--- src/rtl/mux8_arb_pkg.sv ---
// Shared types and helpers for the 8-channel round-robin mux arbiter.
package mux8_arb_pkg;

    localparam int unsigned NCH = 8;

    typedef enum logic {
        IDLE  = 1'b0,
        GRANT = 1'b1
    } state_e;

    function automatic logic [2:0] onehot8_to_idx(input logic [NCH-1:0] oh);
        logic [2:0] idx;
        idx = '0;
        for (int i = 0; i < NCH; i++) begin
            if (oh[i]) idx = 3'(i);
        end
        return idx;
    endfunction

endpackage

--- src/rtl/rr_pick8.sv ---
// Combinational round-robin pick: first set req bit after ptr, with ptr itself checked last.
module rr_pick8
    import mux8_arb_pkg::*;
(
    input  logic [NCH-1:0] req,
    input  logic [2:0]     ptr,
    output logic           any,
    output logic [2:0]     idx
);

    logic       found;
    logic [2:0] cand;

    always_comb begin
        found = 1'b0;
        idx   = ptr;
        cand  = ptr;
        // i = 8 wraps back to ptr, so the last-granted channel has lowest priority
        for (int i = 1; i <= NCH; i++) begin
            cand = ptr + i[2:0];
            if (!found && req[cand]) begin
                idx   = cand;
                found = 1'b1;
            end
        end
        any = found;
    end

endmodule

--- src/rtl/mux8_rr_arbiter.sv ---
// 8:1 one-bit mux shared by 8 requesters under round-robin arbitration with a burst limit.
module mux8_rr_arbiter
    import mux8_arb_pkg::*;
#(
    parameter int unsigned MAX_BURST = 4,
    parameter int unsigned CW        = 4
) (
    input  logic           clk,
    input  logic           rst_n,
    input  logic [NCH-1:0] req,
    input  logic [NCH-1:0] din,
    output logic [NCH-1:0] gnt,
    output logic [2:0]     sel,
    output logic           o,
    output logic           o_valid,
    output logic [2:0]     o_src,
    output logic           busy
);

    state_e         state_q, state_d;
    logic [NCH-1:0] gnt_q, gnt_d;
    logic [2:0]     sel_q, sel_d;
    logic [2:0]     ptr_q, ptr_d;
    logic [CW-1:0]  cnt_q, cnt_d;
    logic           o_q, o_d;
    logic           o_valid_q, o_valid_d;
    logic [2:0]     o_src_q, o_src_d;

    logic           pick_any;
    logic [2:0]     pick_idx;
    logic [2:0]     pick_ptr;
    logic           xfer;
    logic           dsel;
    logic [CW-1:0]  cnt_inc;
    logic [NCH-1:0] pick_oh;

    // While granted, the release pick rotates from the current channel, which becomes the new ptr
    assign pick_ptr = (state_q == GRANT) ? sel_q : ptr_q;

    rr_pick8 u_pick (
        .req (req),
        .ptr (pick_ptr),
        .any (pick_any),
        .idx (pick_idx)
    );

    assign xfer    = req[sel_q];
    assign dsel    = din[sel_q];
    assign cnt_inc = cnt_q + CW'(1);
    assign pick_oh = 8'b1 << pick_idx;

    always_comb begin
        state_d   = state_q;
        gnt_d     = gnt_q;
        sel_d     = sel_q;
        ptr_d     = ptr_q;
        cnt_d     = cnt_q;
        o_d       = o_q;
        o_valid_d = 1'b0;
        o_src_d   = o_src_q;

        unique case (state_q)
            IDLE: begin
                if (pick_any) begin
                    state_d = GRANT;
                    gnt_d   = pick_oh;
                    sel_d   = onehot8_to_idx(pick_oh);
                    cnt_d   = '0;
                end
            end
            GRANT: begin
                if (xfer) begin
                    cnt_d     = cnt_inc;
                    o_d       = dsel;
                    o_valid_d = 1'b1;
                    o_src_d   = sel_q;
                end
                if (!xfer || (cnt_inc == CW'(MAX_BURST))) begin
                    ptr_d = sel_q;
                    cnt_d = '0;
                    if (pick_any) begin
                        gnt_d = pick_oh;
                        sel_d = onehot8_to_idx(pick_oh);
                    end else begin
                        state_d = IDLE;
                        gnt_d   = '0;
                    end
                end
            end
        endcase
    end

    always_ff @(posedge clk or negedge rst_n) begin
        if (!rst_n) begin
            state_q   <= IDLE;
            gnt_q     <= '0;
            sel_q     <= '0;
            ptr_q     <= 3'd7;
            cnt_q     <= '0;
            o_q       <= 1'b0;
            o_valid_q <= 1'b0;
            o_src_q   <= '0;
        end else begin
            state_q   <= state_d;
            gnt_q     <= gnt_d;
            sel_q     <= sel_d;
            ptr_q     <= ptr_d;
            cnt_q     <= cnt_d;
            o_q       <= o_d;
            o_valid_q <= o_valid_d;
            o_src_q   <= o_src_d;
        end
    end

    assign gnt     = gnt_q;
    assign sel     = sel_q;
    assign o       = o_q;
    assign o_valid = o_valid_q;
    assign o_src   = o_src_q;
    assign busy    = (state_q == GRANT);

endmodule

--- config.mk ---
export PLATFORM = sky130hd
export DESIGN_NAME = mux8_rr_arbiter
export DESIGN_NICKNAME = d
export VERILOG_FILES = /design/src/rtl/mux8_arb_pkg.sv /design/src/rtl/rr_pick8.sv /design/src/rtl/mux8_rr_arbiter.sv
export SDC_FILE = /design/constraint.sdc
export NUM_CORES = 1
export LEC_CHECK = 0
export CAP_MARGIN = 5
export CORE_UTILIZATION = 39
export CTS_CLUSTER_SIZE = 24
export DETAILED_ROUTE_END_ITERATION = 10
export PLACE_DENSITY = 0.62
export SLEW_MARGIN = 0
export SYNTH_ARGS = -nofsm -noshare
export SYNTH_HDL_FRONTEND = slang
export SYNTH_HIERARCHICAL = 1
export SYNTH_SLANG_ARGS = --single-unit
--- constraint.sdc ---
create_clock -name clk -period 7.7 [get_ports clk]
set_clock_uncertainty 0.1 [all_clocks]
set_input_delay 1.54 -clock clk [delete_from_list [all_inputs] [get_ports clk]]
set_output_delay 1.54 -clock clk [all_outputs]
set_load 0.005 [all_outputs]
==> run_summary.xml <==
<?xml version="1.0" encoding="UTF-8"?>
<metrics>
  <group name="drt">
    <metric name="route.detailed.vias_per_inst" unit="">5.79</metric>
    <metric name="drtAntennaViolNets" unit="">0</metric>
    <metric name="drt-wirelength-per-cell" unit="microns">15.3</metric>
    <metric name="total_number_of_vias" unit="">1672</metric>
    <metric name="routed_wirelength" unit="microns">4420</metric>
    <metric name="drt_pre_antenna_iters" unit="">4</metric>
    <metric name="drc" unit="">0</metric>
    <metric name="detailedRoute.firstIterationViolations" unit="">65</metric>
  </group>
  <group name="critical_path">
    <metric name="timing.critical_path.cells" unit="">clkdlybuf4s50_1, mux4_1, mux2_4, nor3_2, nand2_1, a21o_1, a21oi_1, nor2b_1, a32o_1</metric>
    <metric name="crit_path_end_kind" unit="">flop</metric>
    <metric name="cp-start-kind" unit="">primary input</metric>
    <metric name="slowest_delay" unit="ps">640</metric>
    <metric name="timing.setup.critical_path_class" unit="">in -&gt; reg</metric>
    <metric name="timing.critical_path.required" unit="ps">7760</metric>
    <metric name="largest_fanout_on_the_critical_path" unit="">7</metric>
    <metric name="crit_arrival" unit="ps">4330</metric>
    <metric name="timing.critical_path.slowest_stage_cell" unit="">sky130_fd_sc_hd__mux4_1</metric>
  </group>
  <group name="die">
    <metric name="floorplan.initialDensity" unit="%">40.7</metric>
    <metric name="chipHeight" unit="microns">75.0</metric>
    <metric name="rows" unit="">26</metric>
    <metric name="die_width" unit="microns">75.0</metric>
    <metric name="top_level_ports" unit="">35</metric>
    <metric name="core_area" unit="sq mm">0.00511</metric>
    <metric name="die-area" unit="sq mm">0.00563</metric>
  </group>
  <group name="placement">
    <metric name="detailedPlacementHpwl" unit="microns">3350</metric>
    <metric name="globalplace.congestion" unit="">0.824</metric>
    <metric name="detailedPlace.worstSlack" unit="ps">3130</metric>
    <metric name="io_buffers" unit="">34</metric>
  </group>
  <group name="cts">
    <metric name="cts_setup_buffers" unit="">0</metric>
    <metric name="postCtsHoldBufs" unit="">0</metric>
    <metric name="cts.clk_slew.worst_paths" unit="ps">80</metric>
    <metric name="clockBufferDepth" unit="">2</metric>
    <metric name="htreeDepth" unit="">1</metric>
    <metric name="clock_sinks" unit="">24</metric>
    <metric name="tritoncts" unit="">done</metric>
    <metric name="ctsResizeCount" unit="">0</metric>
    <metric name="cts_made_buffers" unit="">3</metric>
    <metric name="worst_skew_pair.late_latency" unit="ps">260</metric>
    <metric name="root_buffer" unit="">sky130_fd_sc_hd__clkbuf_8</metric>
  </group>
  <group name="yosys">
    <metric name="syn_inst" unit="">192</metric>
    <metric name="postSynthRegisterBits" unit="">24</metric>
    <metric name="synth.yosys.seq_area_share" unit="%">29.1</metric>
    <metric name="number_of_flops_mapped_to_enable_cells_by_yosys" unit="">0</metric>
    <metric name="synth_area_leaders" unit="">sky130_fd_sc_hd__dfrtp_1, sky130_fd_sc_hd__mux4_2, sky130_fd_sc_hd__mux2_2</metric>
    <metric name="synthDistinctLibCells" unit="">54</metric>
    <metric name="post_synth.cell_area_avg" unit="sq um">10.8</metric>
    <metric name="most_used_standard_cells_in_the_synthesized_netlist" unit="">sky130_fd_sc_hd__dfrtp_1, sky130_fd_sc_hd__mux2_2, sky130_fd_sc_hd__mux4_2, sky130_fd_sc_hd__nand2_1, sky130_fd_sc_hd__o21ai_0</metric>
    <metric name="synth_warnings" unit="">6</metric>
    <metric name="synthFlopType" unit="">sky130_fd_sc_hd__dfrtp_1</metric>
    <metric name="synth.cell_area" unit="sq mm">0.00208</metric>
    <metric name="post_synthesis_async_set_or_reset_flop_share" unit="%">100</metric>
    <metric name="synth.top_cell.area_share" unit="%">25.3</metric>
    <metric name="post-synth-top-area-cell" unit="">sky130_fd_sc_hd__dfrtp_1</metric>
    <metric name="synthMostInstantiatedCell" unit="">sky130_fd_sc_hd__dfrtp_1</metric>
    <metric name="mappedNetlistNets" unit="">213</metric>
  </group>
  <group name="layout">
    <metric name="flow.area_growth_from_synthesis" unit="%">19.9</metric>
    <metric name="antennaDiodeCount" unit="">0</metric>
    <metric name="drive_gt1_share" unit="%">22.4</metric>
    <metric name="layout.nets" unit="">241</metric>
  </group>
  <group name="timing">
    <metric name="finalWorstPathRequiredPeriod" unit="ps">4270</metric>
    <metric name="finalSetupTns" unit="ps">0</metric>
    <metric name="achievable-frequency" unit="MHz">234</metric>
    <metric name="rsz0062_at_grt" unit="">false</metric>
    <metric name="timing.final.crit_share" unit="%">55.5</metric>
    <metric name="finalHoldViolCount" unit="">0</metric>
    <metric name="slew_headroom" unit="%">29.0</metric>
    <metric name="slew_violations" unit="">0</metric>
    <metric name="finalSetupViolations" unit="">0</metric>
    <metric name="setup_ws" unit="ps">3430</metric>
    <metric name="worst_pin_slew" unit="ps">1060</metric>
  </group>
  <group name="worst_hold_path">
    <metric name="min_path_type" unit="">reg -&gt; reg</metric>
  </group>
  <group name="global_route">
    <metric name="number_of_global_route_vias_before_repair" unit="">1635</metric>
    <metric name="grt_use_total" unit="%">17.7</metric>
    <metric name="grt_max_degree" unit="">25</metric>
    <metric name="grt_overflow" unit="">0</metric>
    <metric name="antenna_violations_before_repair" unit="">0</metric>
    <metric name="first_pass_grt_wire_length" unit="microns">7640</metric>
  </group>
  <group name="status">
    <metric name="outcome" unit="">finished, final reports clean</metric>
  </group>
  <group name="run">
    <metric name="maxCapViolations" unit="">0</metric>
  </group>
</metrics>
[metal layers]
layer	wire (microns)	vias up	global-route usage, %	part of all wire, %
met1	2000	842	23.3	45
met4	16	0	3.35	0.36
met3	112	2	2.41	2.5
li1	-	805	-	-
met5	0	-	0	0
met2	2290	23	31.2	52
[critical path, delay by kind of cell]
family	cells	cell delay, ps
muxes	2	990
AOI/OAI and AO/OA	3	790
and+or+nand+nor	3	500
buffers and inverters	1	500
[registers in the layout, indices dropped and copies added (netlist names)]
signal and flops:
busy 1, cnt_q 4, gnt 8, o_valid 1, ptr_q 3, o 1
sel 3, o_src 3
[cell type report]
type                            instances  area (sq um)
Timing Repair Buffer                   34           340
Fill cell                             471          2610
Sequential cell                        24           604
Clock buffer                            4          55.1
Inverter                                8          30.0
Tap cell                               70          87.6
Multi-Input combinational cell        149          1380
[through the flow]
stage	instances	utilization (%)	area [sq um]	hold WS [ps]
detailed placement	285	47.7	2440	384
CTS	289	48.8	2490	404
global route	289	48.8	2490	416
finish	289	48.8	2490	400
global placement	285	47.7	2440	380
floorplan	192	-	2080	376
[cell usage in the layout (no fill, tap or decap), types with 2 or more instances in the layout]
master / instances
sky130_fd_sc_hd__clkdlybuf4s50_1: 34
sky130_fd_sc_hd__dfrtp_1: 21
sky130_fd_sc_hd__mux2_2: 18
sky130_fd_sc_hd__mux4_2: 13
sky130_fd_sc_hd__nand2_1: 12
sky130_fd_sc_hd__o21ai_0: 9
sky130_fd_sc_hd__nor2_1: 8
sky130_fd_sc_hd__nand2b_1: 8
sky130_fd_sc_hd__a32o_1: 7
sky130_fd_sc_hd__inv_1: 7
sky130_fd_sc_hd__a21oi_1: 7
sky130_fd_sc_hd__mux2i_1: 5
sky130_fd_sc_hd__nor2b_1: 5
sky130_fd_sc_hd__o31ai_1: 4
sky130_fd_sc_hd__clkbuf_8: 4
sky130_fd_sc_hd__xnor2_1: 4
sky130_fd_sc_hd__o211ai_1: 4
sky130_fd_sc_hd__and3_1: 3
sky130_fd_sc_hd__ha_1: 3
sky130_fd_sc_hd__dfstp_2: 3
sky130_fd_sc_hd__a2bb2oi_1: 2
sky130_fd_sc_hd__nor3b_1: 2
sky130_fd_sc_hd__and2_1: 2
sky130_fd_sc_hd__nand4_1: 2
sky130_fd_sc_hd__a22o_1: 2
sky130_fd_sc_hd__nand3_1: 2
sky130_fd_sc_hd__o22ai_1: 2
sky130_fd_sc_hd__a221oi_1: 2
[kinds of logic after synthesis]
kind of cell	Yosys count	synth area share [%]
compound gates	52	19.6
simple gates	50	13.9
mux	39	28.8
flops	24	29.1
buf+inv	19	4.75
xor+xnor	5	2.11
fa+ha+maj	3	1.81
[worst paths after layout]
path                               startpoint                   end  slack, ps  depth (start not counted)
setup / recovery                       req[2]    gnt[2]$_DFFE_PN0P_       3430                          9
hold / removal             gnt[0]$_DFFE_PN0P_    gnt[0]$_DFFE_PN0P_        400                          1
setup reg to reg               busy$_DFF_PN0_    gnt[2]$_DFFE_PN0P_       3480                         11
hold reg to reg            gnt[0]$_DFFE_PN0P_    gnt[0]$_DFFE_PN0P_        400                          1
max in group asynchronous               rst_n    gnt[2]$_DFFE_PN0P_       5120                          1
min in group asynchronous               rst_n  cnt_q[0]$_DFFE_PN0P_       1740                          1
Power is left out: the tool's default activity adds up to more than one toggle a clock period on the data nets, which glitch-free logic cannot reach.
